File: config.mk
export PLATFORM = sky130hd
export DESIGN_NAME = ad9980_cfg_sequencer
export DESIGN_NICKNAME = d
export VERILOG_FILES = /design/src/rtl/ad9980_cfg_sequencer.sv
export SDC_FILE = /design/constraint.sdc
export NUM_CORES = 1
export LEC_CHECK = 0
export BUFFER_PORTS_ARGS = -buffer_cell sky130_fd_sc_hd__buf_4
export CAP_MARGIN = 20
export CORE_MARGIN = 2
export CORE_UTILIZATION = 45
export DETAILED_ROUTE_END_ITERATION = 6
export GPL_ROUTABILITY_DRIVEN = 0
export PLACE_DENSITY = 0.67
export SYNTH_ARGS = -nofsm -noshare
export SYNTH_HDL_FRONTEND = slang
export SYNTH_SLANG_ARGS = --single-unit
File: constraint.sdc
create_clock -name Clk -period 1.95 [get_ports Clk]
set_input_delay 0.195 -clock Clk [delete_from_list [all_inputs] [get_ports Clk]]
set_output_delay 0.195 -clock Clk [all_outputs]
set_load 0.02 [all_outputs]
File: src/rtl/ad9980_cfg_sequencer.sv
// ---------------------------------------------------------------------------
// ad9980_cfg_sequencer
//
// Table-driven configuration scheduler for the AD9980 video digitizer.
// On Start it walks a 27-entry register table (18 common entries followed by
// 9 entries chosen by the latched video Mode) and hands each addr:data pair
// to a single-byte I2C write engine over a req/done handshake. After the first
// write it waits SETTLE_CYCLES clocks so the part can power up. A NACKed write
// is re-issued up to MAX_RETRY times before the sequence aborts.
//
// Optional build macro: AD9980_MODE_AUTO_EN
//   When defined, Mode is double-flop synchronized. A stable Mode change
//   seen while in DONE re-runs only the mode-specific entries 18-26, without
//   the settle delay. Mode=3 there ends in ERROR with Err_index=6'h3F.
//
// Ports
//   Clk, Reset_n      : clock, asynchronous active-low reset
//   Start             : one-cycle pulse, launches a full sequence
//   Mode[1:0]         : 0=VGA, 1=SVGA, 2=XGA, 3=reserved
//   Wr_req            : write request to the I2C engine
//   Wr_slave[6:0]     : slave address, always SLAVE_ADDR
//   Wr_addr/Wr_data   : register address / data, stable while Wr_req is high
//   Wr_done, Wr_nack  : engine completion pulse and its NACK qualifier
//   Busy, Done, Error : sequence status (Done and Error are sticky)
//   Err_index[5:0]    : failing table index, 6'h3F for reserved Mode
// ---------------------------------------------------------------------------
module ad9980_cfg_sequencer #(
  parameter logic [6:0] SLAVE_ADDR    = 7'h4C,
  parameter int         MAX_RETRY     = 3,
  parameter int         SETTLE_CYCLES = 2000,
  parameter int         CNT_W         = 16
) (
  input  logic       Clk,
  input  logic       Reset_n,
  input  logic       Start,
  input  logic [1:0] Mode,
  output logic       Wr_req,
  output logic [6:0] Wr_slave,
  output logic [7:0] Wr_addr,
  output logic [7:0] Wr_data,
  input  logic       Wr_done,
  input  logic       Wr_nack,
  output logic       Busy,
  output logic       Done,
  output logic       Error,
  output logic [5:0] Err_index
);

  localparam int RETRY_W = (MAX_RETRY < 1) ? 1 : $clog2(MAX_RETRY + 1);
  localparam logic [RETRY_W-1:0] RETRY_LAST  = RETRY_W'(MAX_RETRY);
  localparam logic [CNT_W-1:0]   SETTLE_LAST = CNT_W'(SETTLE_CYCLES - 1);
  localparam logic [4:0]         LAST_INDEX  = 5'd26;
  localparam logic [4:0]         MODE_BASE   = 5'd18;

  typedef enum logic [2:0] {
    ST_IDLE   = 3'd0,
    ST_LOAD   = 3'd1,
    ST_REQ    = 3'd2,
    ST_SETTLE = 3'd3,
    ST_NEXT   = 3'd4,
    ST_DONE   = 3'd5,
    ST_ERROR  = 3'd6
  } state_t;

  state_t             state_q, state_d;
  logic [1:0]         mode_q, mode_d;
  logic [4:0]         index_q, index_d;
  logic [RETRY_W-1:0] retry_q, retry_d;
  logic [CNT_W-1:0]   cnt_q, cnt_d;
  logic [7:0]         addr_q, addr_d;
  logic [7:0]         data_q, data_d;
  logic [5:0]         err_index_q, err_index_d;
  logic               wr_req_q, wr_req_d;
  logic               busy_q, busy_d;
  logic               done_q, done_d;
  logic               error_q, error_d;
  logic [15:0]        entry_s;

  // Register table lookup: returns {addr, data} for a mode and table index.
  function automatic logic [15:0] table_entry(input logic [1:0] mode, input logic [4:0] idx);
    logic [15:0] e;
    e = 16'h0000;
    if (idx < MODE_BASE) begin
      case (idx)
        5'd0:    e = 16'h1EA4;
        5'd1:    e = 16'h1F14;
        5'd2:    e = 16'h2001;
        5'd3:    e = 16'h0540;
        5'd4:    e = 16'h0600;
        5'd5:    e = 16'h0740;
        5'd6:    e = 16'h0800;
        5'd7:    e = 16'h0940;
        5'd8:    e = 16'h0A00;
        5'd9:    e = 16'h1B33;
        5'd10:   e = 16'h0B02;
        5'd11:   e = 16'h0C00;
        5'd12:   e = 16'h0D02;
        5'd13:   e = 16'h0E00;
        5'd14:   e = 16'h0F02;
        5'd15:   e = 16'h1000;
        5'd16:   e = 16'h1800;
        5'd17:   e = 16'h1280;
        default: e = 16'h0000;
      endcase
    end else begin
      // Address column is shared by all modes; only the data differs.
      case (idx)
        5'd18:   e = 16'h0100;
        5'd19:   e = 16'h0200;
        5'd20:   e = 16'h0300;
        5'd21:   e = 16'h0400;
        5'd22:   e = 16'h1200;
        5'd23:   e = 16'h1300;
        5'd24:   e = 16'h1400;
        5'd25:   e = 16'h1900;
        5'd26:   e = 16'h1A00;
        default: e = 16'h0000;
      endcase
      case (mode)
        2'd0: begin
          case (idx)
            5'd18:   e[7:0] = 8'h32;
            5'd19:   e[7:0] = 8'h00;
            5'd20:   e[7:0] = 8'h48;
            5'd21:   e[7:0] = 8'hA0;
            5'd22:   e[7:0] = 8'h10;
            5'd23:   e[7:0] = 8'h60;
            5'd24:   e[7:0] = 8'h10;
            5'd25:   e[7:0] = 8'h04;
            5'd26:   e[7:0] = 8'h1A;
            default: e[7:0] = 8'h00;
          endcase
        end
        2'd1: begin
          case (idx)
            5'd18:   e[7:0] = 8'h42;
            5'd19:   e[7:0] = 8'h00;
            5'd20:   e[7:0] = 8'h48;
            5'd21:   e[7:0] = 8'h80;
            5'd22:   e[7:0] = 8'h18;
            5'd23:   e[7:0] = 8'h80;
            5'd24:   e[7:0] = 8'h18;
            5'd25:   e[7:0] = 8'h04;
            5'd26:   e[7:0] = 8'h3C;
            default: e[7:0] = 8'h00;
          endcase
        end
        2'd2: begin
          case (idx)
            5'd18:   e[7:0] = 8'h54;
            5'd19:   e[7:0] = 8'h00;
            5'd20:   e[7:0] = 8'hA8;
            5'd21:   e[7:0] = 8'h80;
            5'd22:   e[7:0] = 8'h10;
            5'd23:   e[7:0] = 8'h88;
            5'd24:   e[7:0] = 8'h10;
            5'd25:   e[7:0] = 8'h04;
            5'd26:   e[7:0] = 8'h20;
            default: e[7:0] = 8'h00;
          endcase
        end
        default: e = 16'h0000;
      endcase
    end
    return e;
  endfunction

  assign entry_s = table_entry(mode_q, index_q);

`ifdef AD9980_MODE_AUTO_EN
  logic [1:0] mode_s1_q, mode_s2_q, mode_s3_q;
  logic       auto_hit_s;

  // Mode synchronizer plus one history stage for the 2-cycle stability check.
  always_ff @(posedge Clk or negedge Reset_n) begin
    if (!Reset_n) begin
      mode_s1_q <= 2'd0;
      mode_s2_q <= 2'd0;
      mode_s3_q <= 2'd0;
    end else begin
      mode_s1_q <= Mode;
      mode_s2_q <= mode_s1_q;
      mode_s3_q <= mode_s2_q;
    end
  end

  assign auto_hit_s = (mode_s2_q != mode_q) && (mode_s2_q == mode_s3_q);
`endif

  // Next-state, datapath and registered-output computation.
  always_comb begin
    state_d     = state_q;
    mode_d      = mode_q;
    index_d     = index_q;
    retry_d     = retry_q;
    cnt_d       = cnt_q;
    addr_d      = addr_q;
    data_d      = data_q;
    err_index_d = err_index_q;

    case (state_q)
      ST_IDLE, ST_DONE, ST_ERROR: begin
        if (Start) begin
          mode_d      = Mode;
          index_d     = 5'd0;
          retry_d     = {RETRY_W{1'b0}};
          err_index_d = 6'd0;
          if (Mode == 2'd3) begin
            err_index_d = 6'h3F;
            state_d     = ST_ERROR;
          end else begin
            state_d = ST_LOAD;
          end
        end
`ifdef AD9980_MODE_AUTO_EN
        else if ((state_q == ST_DONE) && auto_hit_s) begin
          mode_d      = mode_s2_q;
          retry_d     = {RETRY_W{1'b0}};
          err_index_d = 6'd0;
          if (mode_s2_q == 2'd3) begin
            err_index_d = 6'h3F;
            state_d     = ST_ERROR;
          end else begin
            // Partial run never passes through index 0, so no settle.
            index_d = MODE_BASE;
            state_d = ST_LOAD;
          end
        end
`endif
        else begin
          state_d = state_q;
        end
      end
      ST_LOAD: begin
        addr_d  = entry_s[15:8];
        data_d  = entry_s[7:0];
        state_d = ST_REQ;
      end
      ST_REQ: begin
        if (Wr_done) begin
          if (!Wr_nack) begin
            retry_d = {RETRY_W{1'b0}};
            cnt_d   = {CNT_W{1'b0}};
            if (index_q == 5'd0) begin
              state_d = ST_SETTLE;
            end else begin
              state_d = ST_NEXT;
            end
          end else if (retry_q < RETRY_LAST) begin
            retry_d = retry_q + {{(RETRY_W-1){1'b0}}, 1'b1};
            state_d = ST_LOAD;
          end else begin
            err_index_d = {1'b0, index_q};
            state_d     = ST_ERROR;
          end
        end else begin
          state_d = ST_REQ;
        end
      end
      ST_SETTLE: begin
        if (cnt_q == SETTLE_LAST) begin
          state_d = ST_NEXT;
        end else begin
          cnt_d = cnt_q + {{(CNT_W-1){1'b0}}, 1'b1};
        end
      end
      ST_NEXT: begin
        if (index_q == LAST_INDEX) begin
          state_d = ST_DONE;
        end else begin
          index_d = index_q + 5'd1;
          state_d = ST_LOAD;
        end
      end
      default: begin
        state_d = ST_IDLE;
      end
    endcase

    // Outputs are registered copies of the state being entered.
    wr_req_d = (state_d == ST_REQ);
    busy_d   = (state_d == ST_LOAD) || (state_d == ST_REQ) ||
               (state_d == ST_SETTLE) || (state_d == ST_NEXT);
    done_d   = (state_d == ST_DONE);
    error_d  = (state_d == ST_ERROR);
  end

  // State, datapath and output registers.
  always_ff @(posedge Clk or negedge Reset_n) begin
    if (!Reset_n) begin
      state_q     <= ST_IDLE;
      mode_q      <= 2'd0;
      index_q     <= 5'd0;
      retry_q     <= {RETRY_W{1'b0}};
      cnt_q       <= {CNT_W{1'b0}};
      addr_q      <= 8'h00;
      data_q      <= 8'h00;
      err_index_q <= 6'd0;
      wr_req_q    <= 1'b0;
      busy_q      <= 1'b0;
      done_q      <= 1'b0;
      error_q     <= 1'b0;
    end else begin
      state_q     <= state_d;
      mode_q      <= mode_d;
      index_q     <= index_d;
      retry_q     <= retry_d;
      cnt_q       <= cnt_d;
      addr_q      <= addr_d;
      data_q      <= data_d;
      err_index_q <= err_index_d;
      wr_req_q    <= wr_req_d;
      busy_q      <= busy_d;
      done_q      <= done_d;
      error_q     <= error_d;
    end
  end

  assign Wr_req    = wr_req_q;
  assign Wr_slave  = SLAVE_ADDR;
  assign Wr_addr   = addr_q;
  assign Wr_data   = data_q;
  assign Busy      = busy_q;
  assign Done      = done_q;
  assign Error     = error_q;
  assign Err_index = err_index_q;

endmodule
==> flow_metrics.env <==
export IMPL_cts_buffers=5
export IMPL_syn_to_final_growth_pct=19.2
export IMPL_ys_ff_latch=52
export IMPL_io_buffers=30
export IMPL_fin_crit_sh=1.02
export IMPL_fp_coreArea_mm2=0.00687
export IMPL_rsz0062_at_grt="yes"
export IMPL_power_density_mw_per_mm2=466
export IMPL_antenna_diode_count=0
export IMPL_synth_area_per_cell_um2=8.46
export IMPL_fin_ws_ps=-33.1
export IMPL_dr_total_vias=2877
export IMPL_finalSetupViolations=3
export IMPL_post_route_cell_area_mm2=0.00386
export IMPL_h_tree_depth=2
export IMPL_path_class="register to register"
export IMPL_cts_root_buf="clkbuf_8"
export IMPL_synth_area_top_cells="dfrtp_1 40%, nand2_1 6.5%, ha_1 4.6%, nor2_1 4.6%, o21ai_0 3.4%"
export IMPL_ys_async_sr_fraction=1.00
export IMPL_hold_path_end="mode_q[1]$_DFFE_PN0P_"
export IMPL_met3_usage=0.0326
export IMPL_drc_errors=0
export IMPL_fin_util=0.563
export IMPL_leakage_nw=1.76
export IMPL_crit_start="cnt_q[12]$_DFFE_PN0P_"
export IMPL_die_h_um=88.9
export IMPL_die_area_mm2=0.00790
export IMPL_grt_busiest_layer="met2"
export IMPL_start_kind="register"
export IMPL_hold_class="input pin to register"
export IMPL_grt_overflow=0
export IMPL_drive_gt1_frac=0.228
export IMPL_drtAntennaViolNets=0
export IMPL_ys_types=62
export IMPL_avgRoutedWirePerCell_um=14.5
export IMPL_drtIter0Drc=171
export IMPL_r2r_setup_slack_ps=-30
export IMPL_viasPerCell=5.42
export IMPL_clock_latency_ps=310
export IMPL_holdWs_ps=100
export IMPL_use_met1=0.253
export IMPL_fin_worst_skew_ps=5.14
export IMPL_dp_hpwl_mm=5.74
export IMPL_synth_main_ff_cell="dfrtp_1"
export IMPL_cts_tree="built"
export IMPL_fill_cells=647
export IMPL_violations="setup timing"
export IMPL_die_w_um=88.9
export IMPL_hold_depth=3
export IMPL_hold_viol=0
export IMPL_ir_drop_mv=0.377
export IMPL_dp_slack_ps=-14.3
export IMPL_drv_slew=0
export IMPL_track_usage=0.211
export IMPL_outcome="complete, but fails checks"
export IMPL_yosysWarnings=0
export IMPL_worst_r2r_cell_count=6
export IMPL_netlist_top_cells_count="56 x nand2_1, 52 x dfrtp_1, 40 x nor2_1, 22 x o21ai_0"
export IMPL_wl_mm=7.72
export IMPL_seq_area_frac_synth=0.401
export IMPL_yosysTopAreaCell="dfrtp_1"
export IMPL_clk_pin_slew_ps=100
export IMPL_worstReg2RegStart="cnt_q[12]$_DFFE_PN0P_"
export IMPL_yosysMostFrequentCell="nand2_1"
export IMPL_relSlewSlack=0.557
export IMPL_synthCells=383
export IMPL_antenna_found_initial=0
export IMPL_power_mw=1.80
export IMPL_synth_top_area_frac=0.401
export IMPL_fmaxAchievable_mhz=504
export IMPL_clock_path_buffers=2
export IMPL_cp_required_ps=2160
export IMPL_std_cell_rows=30
export IMPL_arrival_ps=2190
export IMPL_worstReg2RegEnd="cnt_q[2]$_DFFE_PN0P_"
export IMPL_grt_pass1_vias=2814
export IMPL_hp_start="Mode[1]"
export IMPL_final_nets=453
export IMPL_clock_sinks=52
export IMPL_grt_max_degree=53
export IMPL_grtUsageMet2=0.381
export IMPL_cp_max_fo=5
export IMPL_drt_pass1_iter_count=4
export IMPL_synth_edf_count=0
export IMPL_synth_area_mm2=0.00324
export IMPL_tightest_slew_ps=665
export IMPL_post_cts_buffers=0
export IMPL_grt_pass1_wl_mm=13.0
export IMPL_worst_setup_path_end_kind="register"
export IMPL_dpl_cell_area_mm2=0.00374
export IMPL_maxCapViolCount=0
export IMPL_ios=40
export IMPL_floorplan_initialDensity=0.472
export IMPL_fin_crit_ps=1980
layer usage:
metal | wire, µm | vias up | part of all wire
li1 | - | 1429 | -
met1 | 3310 | 1359 | 0.43
met2 | 3900 | 74 | 0.51
met3 | 302 | 15 | 0.039
met4 | 199 | 0 | 0.026
met5 | 0 | - | 0
where the power goes:
group / switching (mW) / internal (mW)
registers: 0 / 1.08
logic: 0.0465 / 0.0138
clock network: 0.374 / 0.291
total: 0.420 / 1.38
stage by stage:
stage	setup TNS, ps	cells
final	-37.8	531
after global routing	-548	531
after CTS	-58.5	531
after detailed placement	-24.1	522
after global placement	0	522
after floorplan	0	390
worst max-delay path: stages, from the launching register on:
cell	delay [ps]
dfrtp_1	390
or4_4	530
or3_4	410
o31ai_4	260
nor2_1	90
xnor2_1	140
nor2_1	50
sequential cells by signal (all words and copies together) (netlist names), 2 cells and up:
signal,count
Err_index,6
Wr_data,8
state_q,3
retry_q,2
Wr_addr,6
cnt_q,16
mode_q,2
index_q,5
cell type report:
type,count,area [µm²],area share
Clock inverter,2,13.8,0.00356
Tap cell,96,120,0.0311
Timing Repair Buffer,66,498,0.129
Clock buffer,6,82.6,0.0214
Sequential cell,52,1300,0.337
Multi-Input combinational cell,295,1790,0.463
Inverter,14,56.3,0.0146
worst max-delay path by stage:
stage,cells past startpoint,slack [ps],endpoint
floorplan,8,10,Wr_data[6]$_DFFE_PN0P_
global placement,6,9,cnt_q[2]$_DFFE_PN0P_
detailed placement,6,-10,cnt_q[2]$_DFFE_PN0P_
CTS,6,-30,cnt_q[2]$_DFFE_PN0P_
global route,6,-110,cnt_q[2]$_DFFE_PN0P_
finish,6,-30,cnt_q[2]$_DFFE_PN0P_
cell families (layout without fill, tap and decap cells):
logic type                 after synthesis  in the layout  share of synthesized area
buffers and inverters                   43             88                     0.0656
adders and majority gates               13             13                     0.0494
muxes                                    7              7                     0.0228
xor gates and xnor gates                17             17                     0.0459
and+or+nand+nor                        160            160                      0.234
DFF                                     52             52                      0.401
AOI/OAI and AO/OA                       89             89                      0.179
other                                    2              9                    0.00232
layout by cell type, fill, tap and decap left out, drive strengths merged, types with 6 or more instances in the layout:
cell	n
a31oi	10
o22ai	6
dfrtp	52
ha	12
buf	65
a21oi	20
xnor2	8
nand2	56
xor2	9
clkbuf	6
conb	9
nor2	40
nand2b	6
o21ai	22
nand3	20
inv	14
what timing repair did:
item | 4_1_cts | 5_1_grt
resized for setup | 0 | 11
endpoints found under the hold margin | 52 | 0
hold buffers | 1 | 0
setup endpoints to repair | 2 | 18
(Power assumes the default switching activity.)
